## config.mk

```make
export PLATFORM = sky130hd
export DESIGN_NAME = wb_burst_fetch
export DESIGN_NICKNAME = d
export VERILOG_FILES = /design/src/rtl/wb_burst_fetch.sv
export SDC_FILE = /design/constraint.sdc
export NUM_CORES = 1
export LEC_CHECK = 0
export ABC_AREA = 1
export BUFFER_PORTS_ARGS = -buffer_cell sky130_fd_sc_hd__clkbuf_2
export CORE_UTILIZATION = 60
export DETAILED_ROUTE_END_ITERATION = 10
export GPL_ROUTABILITY_DRIVEN = 0
export PLACE_DENSITY = 0.79
export SYNTH_ARGS = -nofsm -noshare
export SYNTH_HDL_FRONTEND = slang
export SYNTH_SLANG_ARGS = --single-unit
```

## constraint.sdc

```tcl
create_clock -name wb_clk -period 8.1 [get_ports wb_clk]
set_clock_uncertainty 0.1 [all_clocks]
set_input_delay 0.405 -clock wb_clk [delete_from_list [all_inputs] [get_ports wb_clk]]
set_output_delay 0.405 -clock wb_clk [all_outputs]
set_load 0.05 [all_outputs]
```

## src/rtl/wb_burst_fetch.sv

```systemverilog
`default_nettype none
// =============================================================================
// wb_burst_fetch : Wishbone 4-beat incremental burst reader feeding a FWFT FIFO.
// Optional macro WB_BURST_FETCH_TIMEOUT_EN adds a 1023-cycle ack timeout.
// Revision 1.0
// =============================================================================
module wb_burst_fetch #(
    parameter int FIFO_DEPTH = 16,
    parameter int ADR_W      = 24,
    parameter int LEN_W      = 16
) (
    input  logic                        wb_clk,
    input  logic                        wb_rst_n,
    input  logic                        start,
    input  logic [ADR_W-1:0]            base_adr,
    input  logic [LEN_W-1:0]            len,
    input  logic                        abort,
    output logic                        busy,
    output logic                        done,
    output logic                        err,
    output logic [ADR_W-1:0]            wb_adr,
    output logic [2:0]                  wb_cti,
    output logic [3:0]                  wb_sel,
    output logic                        wb_we,
    output logic                        wb_stb,
    output logic                        wb_cyc,
    input  logic [31:0]                 wb_dat_i,
    input  logic                        wb_ack,
    input  logic                        rd_en,
    output logic [31:0]                 rd_data,
    output logic                        rd_empty,
    output logic [$clog2(FIFO_DEPTH):0] level
);

    localparam int PTR_W = $clog2(FIFO_DEPTH);
    localparam int LVL_W = PTR_W + 1;
    localparam logic [LVL_W-1:0] SPACE_LIMIT = LVL_W'(FIFO_DEPTH - 4);

    typedef enum logic [1:0] {
        IDLE       = 2'd0,
        WAIT_SPACE = 2'd1,
        BURST      = 2'd2,
        GAP        = 2'd3
    } state_t;

    state_t             state, state_nx;
    logic [ADR_W-1:0]   adr, adr_nx;
    logic [LEN_W-1:0]   bursts, bursts_nx, bursts_init;
    logic [1:0]         beat, beat_nx;
    logic               abort_lat, abort_nx;
    logic               busy_nx, done_nx, err_nx;
    logic               has_space, tmo_hit;
    logic               unused_adr_lsb;

    logic [31:0]        mem [FIFO_DEPTH];
    logic [PTR_W-1:0]   wr_ptr, rd_ptr;
    logic [LVL_W-1:0]   count;
    logic               push, pop;

    assign unused_adr_lsb = ^base_adr[3:0];

    // ceil(len/4) without needing a wider adder
    assign bursts_init = {2'b00, len[LEN_W-1:2]} + {{(LEN_W-1){1'b0}}, |len[1:0]};
    assign has_space   = (count <= SPACE_LIMIT);

    assign wb_adr = adr;
    assign wb_stb = (state == BURST);
    assign wb_cyc = (state == BURST);
    assign wb_sel = 4'b1111;
    assign wb_we  = 1'b0;
    assign wb_cti = (state != BURST) ? 3'b000 :
                    (beat == 2'd3)   ? 3'b111 : 3'b010;

`ifdef WB_BURST_FETCH_TIMEOUT_EN
    logic [9:0] tmo_cnt;

    always_ff @(posedge wb_clk or negedge wb_rst_n) begin
        if (!wb_rst_n) begin
            tmo_cnt <= 10'd0;
        end else if ((state != BURST) || wb_ack) begin
            tmo_cnt <= 10'd0;
        end else begin
            tmo_cnt <= tmo_cnt + 10'd1;
        end
    end

    // Counter value 1022 in this cycle means the strobe has now been up 1023 cycles
    assign tmo_hit = (state == BURST) && !wb_ack && (tmo_cnt == 10'd1022);
`else
    assign tmo_hit = 1'b0;
`endif

    always_comb begin
        state_nx  = state;
        adr_nx    = adr;
        bursts_nx = bursts;
        beat_nx   = beat;
        abort_nx  = abort_lat | (abort & busy);
        busy_nx   = busy;
        done_nx   = 1'b0;
        err_nx    = err;
        case (state)
            IDLE: begin
                abort_nx = 1'b0;
                if (start) begin
                    adr_nx    = {base_adr[ADR_W-1:4], 4'h0};
                    bursts_nx = bursts_init;
                    beat_nx   = 2'd0;
                    err_nx    = 1'b0;
                    if (len == '0) begin
                        done_nx = 1'b1;
                    end else begin
                        busy_nx  = 1'b1;
                        state_nx = WAIT_SPACE;
                    end
                end
            end
            WAIT_SPACE: begin
                if (abort || abort_lat || (bursts == '0)) begin
                    state_nx = IDLE;
                    done_nx  = 1'b1;
                    busy_nx  = 1'b0;
                    abort_nx = 1'b0;
                end else if (has_space) begin
                    state_nx = BURST;
                    beat_nx  = 2'd0;
                end
            end
            BURST: begin
                if (wb_ack) begin
                    adr_nx  = adr + ADR_W'(4);
                    beat_nx = beat + 2'd1;
                    if (beat == 2'd3) begin
                        bursts_nx = bursts - LEN_W'(1);
                        state_nx  = GAP;
                    end
                end else if (tmo_hit) begin
                    state_nx = IDLE;
                    err_nx   = 1'b1;
                    done_nx  = 1'b1;
                    busy_nx  = 1'b0;
                    abort_nx = 1'b0;
                end
            end
            GAP: begin
                state_nx = WAIT_SPACE;
            end
            default: begin
                state_nx = IDLE;
            end
        endcase
    end

    always_ff @(posedge wb_clk or negedge wb_rst_n) begin
        if (!wb_rst_n) begin
            state     <= IDLE;
            adr       <= '0;
            bursts    <= '0;
            beat      <= 2'd0;
            abort_lat <= 1'b0;
            busy      <= 1'b0;
            done      <= 1'b0;
            err       <= 1'b0;
        end else begin
            state     <= state_nx;
            adr       <= adr_nx;
            bursts    <= bursts_nx;
            beat      <= beat_nx;
            abort_lat <= abort_nx;
            busy      <= busy_nx;
            done      <= done_nx;
            err       <= err_nx;
        end
    end

    // FIFO: the space check before each burst guarantees a push never meets full
    assign push = (state == BURST) && wb_ack;
    assign pop  = rd_en && (count != '0);

    always_ff @(posedge wb_clk) begin
        if (push) begin
            mem[wr_ptr] <= wb_dat_i;
        end
    end

    always_ff @(posedge wb_clk or negedge wb_rst_n) begin
        if (!wb_rst_n) begin
            wr_ptr <= '0;
            rd_ptr <= '0;
            count  <= '0;
        end else begin
            if (push) begin
                wr_ptr <= wr_ptr + PTR_W'(1);
            end
            if (pop) begin
                rd_ptr <= rd_ptr + PTR_W'(1);
            end
            case ({push, pop})
                2'b10:   count <= count + LVL_W'(1);
                2'b01:   count <= count - LVL_W'(1);
                default: count <= count;
            endcase
        end
    end

    assign rd_data  = mem[rd_ptr];
    assign rd_empty = (count == '0);
    assign level    = count;

endmodule
`default_nettype wire

```

==> impl_metrics.toml <==
[outcome]
status = "completed"

[worst_setup_path]
reg2reg_depth = 8
startpoint_type = "flip-flop"
worst_path_max_delay_cell = "buf_4"
cp_max_fo = 88
worstReg2RegStart = "state[0]$_DFFE_PN0P_"
crit_family = "buffers and inverters"
rrSetupSlack_ns = 4.43
critPathCaptureType = "primary output"
worstPathArrival_ns = 4.01
path_cells = "buf_4, buf_4, o21ai_0, o211ai_1, o211ai_1, nand2_1, clkbuf_2"
cp_num_buf_inv = 3
r2r_end = "mem[12][11]$_DFFE_PP_"
cp_slowest_stage_delay_ns = 0.81
required_ns = 7.60
worstSetupPathType = "flip-flop to primary output"

[yosys]
synth.avg_cell_area_um2 = 11.6
netlist_top_cells_area = "edfxtp_1 (63%), nor2_1 (6.1%), dfrtp_1 (6.0%)"
synth_area_um2 = 24300
synth_top_cell_by_area = "edfxtp_1"
synth_top_area_share_pct = 63.3
post_synth_num_cell_types = 44
syn_inst = 2094
yosysWarnings = 0
synth-edff-count = 512
synth_seq_cells = 570
ys_seq_area_share_pct = 69.2
async_flop_share_pct = 10.2
ys.flop_type = "edfxtp_1"

[clocking]
postCtsHoldBufs = 9
postCtsSetupBuffers = 0
h-tree-depth = 2
cts_resized = 0
clockBufferDepth = 3
clk_pin_slew_ns = 0.06
clkLatencyLatePin_ns = 0.60
cts_tree = "done"
cts_root_buf = "clkbuf_16"
numCtsBuffers = 55
clkSinkCount = 570

[floorplan]
die-area_um2 = 41300
initial_utilization_pct = 61.0
coreArea_um2 = 39800
die_y_um = 203
die_x_um = 203
rows = 73
ios = 153

[flow_run]
drv_cap = 0

[finish]
nFillCells = 2717
drive_gt1_share_pct = 12.6
final_cells = 2773
syn_to_final_growth_pct = 11.8
finalNetCount = 2303
final_area_um2 = 27200

[pwr]
ir_drop_v = 0.000401
p_total_mw = 10.1
p_per_area_nw_per_um2 = 372
p_leak_nw = 9.69

[global_routing]
grt_overflow = 0
grt_pass1_wl_mm = 88.7
antenna_found_initial = 3
grt_use_total_pct = 28.1
grt_pass1_vias = 16528
grt_max_degree = 221

[timing]
final_hold_viol_count = 0
drv_slew = 0
finalSetupViolations = 0
relSlewSlack_pct = 25.1
tightest_slew_ns = 1.12
fin_crit_ns = 4.52
setup_tns_ns = 0
fmaxAchievable_mhz = 221
rsz0062_at_grt = "false"
min_period_over_period_pct = 55.8

[worst_hold_path]
min_from = "base_adr[9]"
hold_path.class = "primary input to flip-flop"
hold_depth = 3
hold_path_end = "wb_adr[9]$_DFFE_PN0P_"

[placed_design]
hpwl_mm = 30.2
portBuffers = 140
dp_cells = 2664
place_area_um2 = 25400

[routing]
drc_errors = 0
ant_nets = 0
vias = 17021
wire_per_inst_um = 20.7
routed_via_density = 6.14
routed_wl_mm = 57.5
drtIter0Drc = 1843
drt-pass1-iter-count = 6
## sequential cells by signal, indices dropped and copies added, names as in the netlist, 2 cells and up
| signal | cells |
|---|---|
| beat | 2 |
| rd_ptr | 4 |
| mem | 512 |
| wb_adr | 22 |
| bursts | 16 |
| wr_ptr | 4 |
| state | 2 |
| level | 5 |
## power by group
part           internal (mW)  total (mW)  switching, mW
combinational           1.02        4.03           3.01
sequential              3.38        3.64          0.261
clock                   1.36        2.43           1.06
## layout make-up
class	instances	area [um2]	share of cell area, %
Sequential cell	570	16800	62.0
Multi-Input combinational cell	1312	6620	24.3
Clock buffer	68	1450	5.32
Tap cell	525	657	2.42
Antenna cell	2	5.00	0.0184
Timing Repair Buffer	177	1010	3.73
Clock inverter	30	263	0.967
Inverter	89	339	1.25
## tightest hold or removal path: stages
cell and delay, ns:
clkbuf_2 0.10, o21ai_1 0.06, o22ai_1 0.12
## metrics by stage
stage	hold slack [ns]	worst slack (ns)	utilization, %
after global routing	0.0427	3.44	68.2
after CTS	0.0106	3.63	68.2
after global placement	0.369	4.40	63.7
after floorplan	0.00941	3.83	-
after detailed placement	0.393	4.39	63.7
final	0.0429	3.58	68.2
## layout by cell type, fill, tap and decap left out, types with 4 or more instances in the layout
cell type,n
inv_1,82
clkinv_1,12
nor2_4,15
clkinv_2,11
clkbuf_1,12
nand3_1,100
buf_4,27
xor2_1,11
nand3b_1,8
nand4_1,16
conb_1,8
inv_2,4
ha_1,18
clkbuf_2,140
nor3_1,5
o21ai_1,86
o221ai_1,63
nand2_1,233
o211ai_1,67
nor2_1,379
dlygate4sd3_1,9
edfxtp_1,512
dfrtp_1,55
clkinvlp_4,4
o21ai_0,233
o22ai_1,4
nor2_2,5
clkbuf_16,56
a21oi_1,38
## cells by family (layout without fill, tap and decap cells)
group | after synthesis | in the layout | share of synthesized area (%)
and+or+nand+nor | 768 | 768 | 12.8
xor gates and xnor gates | 13 | 13 | 0.469
adders and majority gates | 20 | 20 | 1.06
other | 2 | 10 | 0.0309
DFF | 570 | 570 | 69.2
AOI/OAI and AO/OA | 503 | 503 | 12.2
buffers and inverters | 218 | 364 | 4.11
## Yosys cell counts, types with 2 or more instances
| cell | n |
|---|---|
| edfxtp_1 | 512 |
| nor2_1 | 393 |
| nand2_1 | 233 |
| o21ai_0 | 233 |
| nand3_1 | 100 |
| o21ai_1 | 86 |
| inv_1 | 83 |
| o211ai_1 | 67 |
| o221ai_1 | 63 |
| dfrtp_1 | 58 |
| clkbuf_1 | 52 |
| buf_2 | 43 |
| a21oi_1 | 38 |
| buf_4 | 29 |
| ha_1 | 19 |
| nand4_1 | 16 |
| xor2_1 | 11 |
| nand3b_1 | 8 |
| nor3_1 | 7 |
| nor2_2 | 5 |
| o22ai_1 | 4 |
| buf_1 | 3 |
| inv_2 | 3 |
| a21o_1 | 2 |
| buf_6 | 2 |
| clkinv_1 | 2 |
| conb_1 | 2 |
| nand2_2 | 2 |
| or2_2 | 2 |
| xnor2_1 | 2 |
## per-layer routing
layer  GRT usage (%)  share of wire [%]  wire length (um)  up-vias
met5               0              0.021                12        -
met4            12.6                3.6              2050        2
met3            4.94                8.6              4930      155
met2            45.4                 48             27500      901
met1            37.7                 40             23000     8198
li1                -                  -                 -     7765
## worst max path at each step
stage | depth (start not counted) | end | startpoint
CTS | 7 | rd_data[15] | rd_ptr[1]$_DFFE_PN0P_
floorplan | 5 | mem[11][0]$_DFFE_PP_ | state[0]$_DFFE_PN0P_
finish | 7 | rd_data[15] | rd_ptr[1]$_DFFE_PN0P_
global route | 9 | rd_data[10] | rd_ptr[0]$_DFFE_PN0P_
global placement | 7 | rd_data[10] | rd_ptr[1]$_DFFE_PN0P_
detailed placement | 7 | rd_data[11] | rd_ptr[1]$_DFFE_PN0P_
(Power assumes the default switching activity.)
